## config.mk

```make
export PLATFORM = sky130hd
export DESIGN_NAME = dcache_ctrl_flat
export DESIGN_NICKNAME = d
export VERILOG_FILES = /design/src/rtl/dcache_pkg.sv /design/src/rtl/dcache_if.sv /design/src/rtl/dcache_beat_ctr.sv /design/src/rtl/dcache_ctrl.sv /design/src/flat_wrapper.sv
export SDC_FILE = /design/constraint.sdc
export NUM_CORES = 1
export LEC_CHECK = 0
export ABC_CLOCK_PERIOD_IN_PS = 2600
export CELL_PAD_IN_SITES_DETAIL_PLACEMENT = 0
export CELL_PAD_IN_SITES_GLOBAL_PLACEMENT = 1
export CORE_ASPECT_RATIO = 1.25
export CORE_UTILIZATION = 34
export CTS_CLUSTER_DIAMETER = 150
export DETAILED_ROUTE_END_ITERATION = 8
export PLACE_DENSITY = 0.77
export SYNTH_ARGS = -nofsm -noshare
export SYNTH_HDL_FRONTEND = slang
export SYNTH_SLANG_ARGS = --single-unit
export TNS_END_PERCENT = 10
```

## constraint.sdc

```tcl
create_clock -name CLK -period 2.6 [get_ports CLK]
set_clock_uncertainty 0.2 [all_clocks]
set_input_delay 0.78 -clock CLK [delete_from_list [all_inputs] [get_ports CLK]]
set_output_delay 0.78 -clock CLK [all_outputs]
set_load 0.05 [all_outputs]
```

## src/rtl/dcache_pkg.sv

```systemverilog
// Shared types for the write-back data-cache controller.
// State encoding and the default-geometry beat index type.
package dcache_pkg;

  typedef enum logic [1:0] {
    ST_COMPARE   = 2'd0,
    ST_WRITEBACK = 2'd1,
    ST_ALLOCATE  = 2'd2,
    ST_REFILL    = 2'd3
  } state_type;

  localparam int DEF_WORDS = 4;
  localparam int DEF_IDX_W = $clog2(DEF_WORDS);

  typedef logic [DEF_IDX_W-1:0] beat_idx_t;

endpackage

```

## src/rtl/dcache_if.sv

```systemverilog
// Pipeline/memory side bundle of the data-cache controller.
// slave = controller view, master = driver of requests and acks.
interface dcache_if #(
  parameter int WORDS_PER_LINE = 4,
  parameter int CNT_W          = 32
);

  localparam int IDX_W = $clog2(WORDS_PER_LINE);

  logic             cpu_req;
  logic             cpu_we;
  logic             hit;
  logic             dirty;
  logic             mem_ack;
  logic             pc_stall;
  logic             mem_rd;
  logic             mem_wr;
  logic             addr_sel_victim;
  logic [IDX_W-1:0] beat_idx;
  logic             update;
  logic             tag_wr;
  logic             set_dirty;
  logic [CNT_W-1:0] hit_count;
  logic [CNT_W-1:0] miss_count;

  modport slave (
    input  cpu_req, cpu_we, hit, dirty, mem_ack,
    output pc_stall, mem_rd, mem_wr,
    output addr_sel_victim, beat_idx,
    output update, tag_wr, set_dirty,
    output hit_count, miss_count
  );

  modport master (
    output cpu_req, cpu_we, hit, dirty, mem_ack,
    input  pc_stall, mem_rd, mem_wr,
    input  addr_sel_victim, beat_idx,
    input  update, tag_wr, set_dirty,
    input  hit_count, miss_count
  );

endinterface

```

## src/rtl/dcache_beat_ctr.sv

```systemverilog
// Line beat counter shared by the write-back and allocate bursts.
// Wraps naturally because WORDS is a power of two.
module dcache_beat_ctr #(
  parameter int WORDS = 4
) (
  input  logic                     CLK,
  input  logic                     RST,
  input  logic                     clr_i,
  input  logic                     inc_i,
  output logic [$clog2(WORDS)-1:0] cnt_o,
  output logic                     last_o
);

  localparam int W = $clog2(WORDS);
  localparam logic [W-1:0] LAST = W'(WORDS - 1);

  logic [W-1:0] cnt_q;
  logic [W-1:0] cnt_d;

  always_comb begin
    cnt_d = cnt_q;
    if (clr_i) begin
      cnt_d = '0;
    end else if (inc_i) begin
      cnt_d = cnt_q + 1'b1;
    end
  end

  always_ff @(posedge CLK) begin
    if (RST) begin
      cnt_q <= '0;
    end else begin
      cnt_q <= cnt_d;
    end
  end

  assign cnt_o  = cnt_q;
  assign last_o = (cnt_q == LAST);

endmodule

```

## src/rtl/dcache_ctrl.sv

```systemverilog
// Write-back D-cache controller: hit compare, victim write-back,
// line allocate and tag refill, with saturating hit/miss counters.
module dcache_ctrl
  import dcache_pkg::*;
#(
  parameter int WORDS_PER_LINE = 4,
  parameter int CNT_W          = 32
) (
  input  logic     CLK,
  input  logic     RST,
  dcache_if.slave  bus
);

  localparam int IDX_W = $clog2(WORDS_PER_LINE);

  state_type        state_q;
  state_type        state_d;
  logic [IDX_W-1:0] beat;
  logic             last;
  logic             clr;
  logic             inc;
  logic             hit_inc;
  logic             miss_inc;
  logic [CNT_W-1:0] hit_q;
  logic [CNT_W-1:0] miss_q;

  always_comb begin
    state_d             = state_q;
    clr                 = 1'b0;
    inc                 = 1'b0;
    hit_inc             = 1'b0;
    miss_inc            = 1'b0;
    bus.pc_stall        = 1'b0;
    bus.mem_rd          = 1'b0;
    bus.mem_wr          = 1'b0;
    bus.addr_sel_victim = 1'b0;
    bus.update          = 1'b0;
    bus.tag_wr          = 1'b0;
    bus.set_dirty       = 1'b0;
    case (state_q)
      ST_COMPARE: begin
        if (bus.cpu_req && bus.hit) begin
          hit_inc       = 1'b1;
          bus.set_dirty = bus.cpu_we;
        end else if (bus.cpu_req) begin
          bus.pc_stall = 1'b1;
          miss_inc     = 1'b1;
          clr          = 1'b1;
          state_d      = bus.dirty ? ST_WRITEBACK
                                   : ST_ALLOCATE;
        end
      end
      ST_WRITEBACK: begin
        bus.pc_stall        = 1'b1;
        bus.mem_wr          = 1'b1;
        bus.addr_sel_victim = 1'b1;
        if (bus.mem_ack) begin
          inc = 1'b1;
          if (last) begin
            clr     = 1'b1;
            state_d = ST_ALLOCATE;
          end
        end
      end
      ST_ALLOCATE: begin
        bus.pc_stall = 1'b1;
        bus.mem_rd   = 1'b1;
        if (bus.mem_ack) begin
          bus.update = 1'b1;
          inc        = 1'b1;
          if (last) begin
            state_d = ST_REFILL;
          end
        end
      end
      ST_REFILL: begin
        bus.pc_stall = 1'b1;
        bus.tag_wr   = 1'b1;
        state_d      = ST_COMPARE;
      end
      default: begin
        state_d = ST_COMPARE;
      end
    endcase
  end

  dcache_beat_ctr #(
    .WORDS (WORDS_PER_LINE)
  ) u_beat (
    .CLK    (CLK),
    .RST    (RST),
    .clr_i  (clr),
    .inc_i  (inc),
    .cnt_o  (beat),
    .last_o (last)
  );

  always_ff @(posedge CLK) begin
    if (RST) begin
      state_q <= ST_COMPARE;
      hit_q   <= '0;
      miss_q  <= '0;
    end else begin
      state_q <= state_d;
      if (hit_inc && (hit_q != '1)) begin
        hit_q <= hit_q + 1'b1;
      end
      if (miss_inc && (miss_q != '1)) begin
        miss_q <= miss_q + 1'b1;
      end
    end
  end

  assign bus.beat_idx   = beat;
  assign bus.hit_count  = hit_q;
  assign bus.miss_count = miss_q;

endmodule
```

## src/flat_wrapper.sv

```systemverilog
// flat-port wrapper written by rule: the top's interface ports become plain ports
module dcache_ctrl_flat import dcache_pkg::*;
#(
  parameter int WORDS_PER_LINE = 4,
  parameter int CNT_W          = 32
)
  (CLK, RST, bus_cpu_req, bus_cpu_we, bus_hit, bus_dirty, bus_mem_ack, bus_pc_stall, bus_mem_rd, bus_mem_wr, bus_addr_sel_victim, bus_beat_idx, bus_update, bus_tag_wr, bus_set_dirty, bus_hit_count, bus_miss_count);
  dcache_if #(.WORDS_PER_LINE(WORDS_PER_LINE), .CNT_W(CNT_W)) bus_i ();
  input  logic CLK;
  input  logic RST;
  input wire logic [$bits(bus_i.cpu_req)-1:0] bus_cpu_req;
  input wire logic [$bits(bus_i.cpu_we)-1:0] bus_cpu_we;
  input wire logic [$bits(bus_i.hit)-1:0] bus_hit;
  input wire logic [$bits(bus_i.dirty)-1:0] bus_dirty;
  input wire logic [$bits(bus_i.mem_ack)-1:0] bus_mem_ack;
  output wire logic [$bits(bus_i.pc_stall)-1:0] bus_pc_stall;
  output wire logic [$bits(bus_i.mem_rd)-1:0] bus_mem_rd;
  output wire logic [$bits(bus_i.mem_wr)-1:0] bus_mem_wr;
  output wire logic [$bits(bus_i.addr_sel_victim)-1:0] bus_addr_sel_victim;
  output wire logic [$bits(bus_i.beat_idx)-1:0] bus_beat_idx;
  output wire logic [$bits(bus_i.update)-1:0] bus_update;
  output wire logic [$bits(bus_i.tag_wr)-1:0] bus_tag_wr;
  output wire logic [$bits(bus_i.set_dirty)-1:0] bus_set_dirty;
  output wire logic [$bits(bus_i.hit_count)-1:0] bus_hit_count;
  output wire logic [$bits(bus_i.miss_count)-1:0] bus_miss_count;
  assign bus_i.cpu_req = bus_cpu_req;
  assign bus_i.cpu_we = bus_cpu_we;
  assign bus_i.hit = bus_hit;
  assign bus_i.dirty = bus_dirty;
  assign bus_i.mem_ack = bus_mem_ack;
  assign bus_pc_stall = bus_i.pc_stall;
  assign bus_mem_rd = bus_i.mem_rd;
  assign bus_mem_wr = bus_i.mem_wr;
  assign bus_addr_sel_victim = bus_i.addr_sel_victim;
  assign bus_beat_idx = bus_i.beat_idx;
  assign bus_update = bus_i.update;
  assign bus_tag_wr = bus_i.tag_wr;
  assign bus_set_dirty = bus_i.set_dirty;
  assign bus_hit_count = bus_i.hit_count;
  assign bus_miss_count = bus_i.miss_count;
  dcache_ctrl #(.WORDS_PER_LINE(WORDS_PER_LINE), .CNT_W(CNT_W)) u_core (.CLK(CLK), .RST(RST), .bus(bus_i));
endmodule
```

==> results.sh <==
export IMPL_hold_path_startpoint="u_core.u_beat.cnt_o[1]"
export IMPL_tritoncts="done"
export IMPL_cts_hold_buf=0
export IMPL_period_minus_slack_ns=2.57
export IMPL_crit_chain="buf_4, clkdlybuf4s50_1"
export IMPL_numCtsBuffers=9
export IMPL_synthTopCellsByArea="dfxtp_1, a21oi_1, o31ai_1"
export IMPL_clk_pin_slew_worst_paths_ns=0.05
export IMPL_grt_pass1_wl_um=17300
export IMPL_start_kind="register"
export IMPL_drive_gt1_frac=0.217
export IMPL_cp_startpoint="u_core.bus.miss_count[8]"
export IMPL_final_util=0.506
export IMPL_cts_root_buf="clkbuf_16"
export IMPL_synth_top_area_cell="dfxtp_1"
export IMPL_place_area_um2=4820
export IMPL_ys_seq_area_frac=0.378
export IMPL_period_share=0.989
export IMPL_tns_ns=0
export IMPL_ioPinCount=80
export IMPL_rrSetupSlack_ns=0.25
export IMPL_grt_max_degree=20
export IMPL_arrival_ns=1.59
export IMPL_relSlewSlack=0.512
export IMPL_finalSetupViolCount=0
export IMPL_grt_pass1_vias=3670
export IMPL_mostFrequentLayoutCells="buf_4, dfxtp_1, a21oi_1"
export IMPL_hp_class="reg2reg"
export IMPL_fp_dieW_um=94.0
export IMPL_area_growth_syn_to_layout_pct=43.6
export IMPL_critPathRequiredTime_ns=1.62
export IMPL_p_total_mw=2.93
export IMPL_synth_nets=448
export IMPL_yosys_warnings=0
export IMPL_synth_async_reset_ratio=0
export IMPL_final_hold_viol_count=0
export IMPL_yosys_most_used_dff="dfxtp_1"
export IMPL_r2r_start="u_core.bus.miss_count[14]"
export IMPL_vias=3815
export IMPL_outcome="finished clean"
export IMPL_worstPathMaxFanout=5
export IMPL_tightestPinTransition_ns=0.727
export IMPL_ant_nets=0
export IMPL_final_common_cell="buf_4"
export IMPL_slew_violations=0
export IMPL_die_y_um=117
export IMPL_slowest_delay_ns=0.81
export IMPL_p_leak_nw=2.09
export IMPL_routabilityCongestion=0.808
export IMPL_synthCells=433
export IMPL_synth_seq_cells=68
export IMPL_rsz0062_at_grt="false"
export IMPL_grt_usage=0.200
export IMPL_viasPerCell=5.56
export IMPL_drtIter0Drc=109
export IMPL_grt_ovfl_total=0
export IMPL_whs_ns=0.281
export IMPL_antenna_found_initial=0
export IMPL_drtPass1Iterations=4
export IMPL_max_freq_ghz=0.389
export IMPL_end_kind="primary output"
export IMPL_wirelength_um=10400
export IMPL_wl_per_cell_um=15.1
export IMPL_power_density_nw_per_um2=567
export IMPL_hpwl_um=7590
export IMPL_path_class="reg2out"
export IMPL_max_vdd_ir_drop_mv=0.300
export IMPL_final_nets=568
export IMPL_cts_max_level=3
export IMPL_port_buffers=79
export IMPL_max_cap_violations=0
export IMPL_row_count=41
export IMPL_antennaDiodeCount=0
export IMPL_synth_edff_count=0
export IMPL_syn_cell_area_um2=3600
export IMPL_design_area_um2=5170
export IMPL_yosysUniqueCellTypes=49
export IMPL_synthDominantCellAreaShare=0.378
export IMPL_start_util=0.353
export IMPL_cts_buffer_depth=2
export IMPL_clock_sinks=68
export IMPL_avgSynthCellArea_um2=8.31
export IMPL_drc_errors=0
export IMPL_dieArea_um2=11000
export IMPL_coreArea_um2=10200
export IMPL_clkLatencyLatePin_ns=0.33
export IMPL_slowest_stage="clkdlybuf4s50_1"
export IMPL_n_fill_cell=996
path summary, 6_finish.rpt:
check,endpoint,depth (start not counted)
setup / recovery,bus_miss_count[8],2
hold / removal,u_core.u_beat.cnt_o[1],2
setup reg to reg,u_core.bus.miss_count[13],5
hold reg to reg,u_core.u_beat.cnt_o[1],2
worst max-delay path, delay by kind of cell (launching register included):
| kind | cells | cell delay, ns |
|---|---|---|
| buffers and inverters | 2 | 0.94 |
| DFF | 1 | 0.32 |
metrics by stage:
step | instances | setup slack, ns
2_1_floorplan | 433 | -0.0147
3_3_place_gp | 671 | -0.430
3_5_place_dp | 671 | -0.478
4_1_cts | 686 | -0.0594
5_1_grt | 686 | 0.00146
6_report | 686 | 0.0273
area by class of cell:
| type | instances | area (um2) | share of cell area |
|---|---|---|---|
| inverter | 10 | 37.5 | 0.00726 |
| timing repair buffer | 130 | 1180 | 0.229 |
| clock inverter | 1 | 5.00 | 0.000969 |
| sequential | 68 | 1370 | 0.265 |
| multi-input combinational | 334 | 2120 | 0.411 |
| tap | 129 | 161 | 0.0312 |
| clock buffer | 14 | 284 | 0.0550 |
power breakdown:
group          total [mW]  switching, mW  internal [mW]
registers            1.10         0.0278           1.07
logic               0.646          0.403          0.244
clock network        1.18          0.438          0.743
per-layer routing:
| metal | wire, um | share of wire | global-route usage |
|---|---|---|---|
| met5 | 0 | 0 | 0 |
| met4 | 242 | 0.023 | 0.0872 |
| met3 | 525 | 0.051 | 0.0543 |
| met2 | 5160 | 0.50 | 0.346 |
| met1 | 4440 | 0.43 | 0.231 |
state kept, by name (all words and copies together), names as in the netlist:
signal,count
u_core.bus.hit_count,32
u_core.bus.miss_count,32
u_core.state_q,2
u_core.u_beat.cnt_o,2
synthesized netlist by cell type (3+ instances only):
cell	count
or3_1	19
and4_1	5
nor4_1	11
nand3_1	24
or2_2	4
nor3_1	6
inv_1	10
a211oi_1	4
nor2_1	27
o21a_1	5
o21ai_0	20
o31a_1	5
xnor2_1	6
buf_1	3
nand4_1	19
nand2_1	29
nand3b_1	4
or4_1	21
mux2_2	4
ha_1	8
o31ai_1	22
buf_2	6
xor2_1	7
clkbuf_1	9
dfxtp_1	68
nor2b_1	4
a21oi_1	44
and3_1	11
a31oi_1	3
cell families (layout without fill, tap and decap cells):
logic type	Yosys count	count (layout)	synth area share
compound gates	110	110	0.186
xor+xnor	13	13	0.0316
fa+ha+maj	8	8	0.0278
buf+inv	31	155	0.0386
flops	68	68	0.378
mux	6	6	0.0181
simple gates	197	197	0.320
repair_timing:
item | 4_1_cts | 5_1_grt
setup buffers | 0 | 0
setup endpoints to repair | 23 | 17
resized for setup | 8 | 24
pin swaps | 0 | 0
No activity file was read; power rests on OpenSTA's default activity.
==> variant, RTL diff (config.mk and constraints unchanged) <==
`WORDS_PER_LINE` is set to 4 in 3 places; all go to 8.
--- a/src/rtl/dcache_if.sv
+++ b/src/rtl/dcache_if.sv
@@ -1,7 +1,7 @@
 // Pipeline/memory side bundle of the data-cache controller.
 // slave = controller view, master = driver of requests and acks.
 interface dcache_if #(
-  parameter int WORDS_PER_LINE = 4,
+  parameter int WORDS_PER_LINE = 8,
   parameter int CNT_W          = 32
 );
 
--- a/src/rtl/dcache_ctrl.sv
+++ b/src/rtl/dcache_ctrl.sv
@@ -3,7 +3,7 @@
 module dcache_ctrl
   import dcache_pkg::*;
 #(
-  parameter int WORDS_PER_LINE = 4,
+  parameter int WORDS_PER_LINE = 8,
   parameter int CNT_W          = 32
 ) (
   input  logic     CLK,
--- a/src/flat_wrapper.sv
+++ b/src/flat_wrapper.sv
@@ -1,7 +1,7 @@
 // flat-port wrapper written by rule: the top's interface ports become plain ports
 module dcache_ctrl_flat import dcache_pkg::*;
 #(
-  parameter int WORDS_PER_LINE = 4,
+  parameter int WORDS_PER_LINE = 8,
   parameter int CNT_W          = 32
 )
   (CLK, RST, bus_cpu_req, bus_cpu_we, bus_hit, bus_dirty, bus_mem_ack, bus_pc_stall, bus_mem_rd, bus_mem_wr, bus_addr_sel_victim, bus_beat_idx, bus_update, bus_tag_wr, bus_set_dirty, bus_hit_count, bus_miss_count);
Interface: changed (resized bus_beat_idx); port bits go from 80 to 81. No check against the original RTL was run, so the function may have changed too.
==> variant against the unedited design <==
  * Power fell by 1.5%
  * Design area grew 1.6%
  * Non-clock buffer count is 6 lower
  * Sequential cell count rose by 1
  * Area after synthesis increased by 4.2%
  * Wire length decreased by 5.2%
  * First-iteration DRC count is 28% higher
  * Count of clock-buffer cells in the layout unchanged
  * Critical path depth is 3 higher
  * Global-route usage decreased by 2.3 points
  * Maximum frequency increased by 0.18%
  * Setup slack improved by 0.0045 ns
  * Combinational power is 6.0% higher
==> variant: results (changes against the unedited design) <==
* Number of design-rule violations left by the first detailed-router iteration: 140 (+28%)
- Post-Synth Adder-Cell Area: 2.67% (-0.11 points)
- By count the netlist is led by sky130_fd_sc_hd__dfxtp_1, sky130_fd_sc_hd__a21oi_1, sky130_fd_sc_hd__nor2_1.
- Total number of multi-input combinational cells: 330 (-1.2%)
* Total of plain and repair buffers excluding clock buffers: 124 (-4.6%)
- The xor/xnor cell area share of the yosys netlist came to 2.10% (-1.1 points).
- The number of non-clock inverters was 13 (+3).
- Area after detailed placement: 4940 um2 (+2.4%)
- Routed wl met3: 346 um (-34%)
- Slowest Stage Delay on Critical Path: 0.24 ns (-0.57 ns)
* Total non-filler cell area in the finished layout: 5250 um2 (+1.6%)
- The area share of the largest cell type after synthesis came to 36.8% (-0.98 points).
- Result of the run: finished clean
- The number of unique standard cell types used by synthesis is 53 (+8.2%).
- The static leakage came to 2.18 nW (+4.6%).
* Net Sw Power: 0.879 mW (+1.2%)
* Post-synthesis mux area share: 4.67% (+2.9 points)
* Maximum fanout encountered on the critical timing path: 4 (-1)
- Setup Slack @ Placement: -0.557 ns (-0.0788 ns)
- The register cell area after layout was 1390 um2 (+1.2%).
* Compound-gate portion of the synthesized area: 16.8% (-1.8 points)
- The clock network fraction of total power is 37.5% (-2.8 points).
- The total length of routed wires was 9.82 mm (-5.2%).
- Average cell area after synthesis: 8.58 um2 (+3.2%)
* Number of storage elements in the synthesis netlist: 69 (+1.5%)
- The number of nets in the finished design was 562 (-1.1%).
* Total routed wire length on the met1 layer: 4.47 mm (+0.65%)
- The met3 routing resource usage after global routing is 3.70% (-1.7 points).
- Number of cells in the design after placement: 668 (-0.45%)
- Gate power share: 23.8% (+1.7 points)
- Met1 Track Usage GR: 22.7% (-0.44 points)
- Ranked by total cell area, the synthesized netlist is headed by sky130_fd_sc_hd__dfxtp_1, sky130_fd_sc_hd__a21oi_1, sky130_fd_sc_hd__or4_1.
* Combinational group power: 0.685 mW (+6.0%)
* Post-DR vias/cell: 5.43 (-2.4%)
* Transition time at the pin with the least slew margin: 0.564 ns (-0.164 ns)
- Synthesized instance count: 437 (+0.92%)
- Ratio of cells with drive above 1 in the final layout: 20.3% (-1.4 points)
* Net count of the mapped netlist: 452 (+0.89%)
- The slowest stage of the critical path belongs to the cell sky130_fd_sc_hd__or2b_1.
- The clock distribution area overhead in the final layout came to 4.84% (-0.76 points).
* Largest vdd supply drop: 0.000298 V (-0.56%)
- Path depth of the worst reg2reg path: 7 (+2)
variant: final timing paths:
kind	from	to	slack, ns
hold reg to reg	u_core.u_beat.cnt_o[1]	u_core.u_beat.cnt_o[1]	0.27
hold / removal	u_core.u_beat.cnt_o[1]	u_core.u_beat.cnt_o[1]	0.27
setup / recovery	bus_hit	bus_pc_stall	0.03
setup reg to reg	u_core.bus.hit_count[17]	u_core.bus.hit_count[1]	0.15
variant: worst register-to-register path, stage by stage, from the launching register on:
cell                      delay, ns
sky130_fd_sc_hd__dfxtp_1       0.37
sky130_fd_sc_hd__nand4_1       0.17
sky130_fd_sc_hd__or4_4         0.57
sky130_fd_sc_hd__o31ai_4       0.46
sky130_fd_sc_hd__buf_12        0.22
sky130_fd_sc_hd__buf_4         0.13
sky130_fd_sc_hd__mux2i_1       0.18
sky130_fd_sc_hd__nor2_1        0.05
variant: timing repair:
action / CTS / global route
resized for setup: 14 / 21
endpoints found under the setup margin: 21 / 24
gates cloned: 0 / 0
pin swaps: 0 / 0
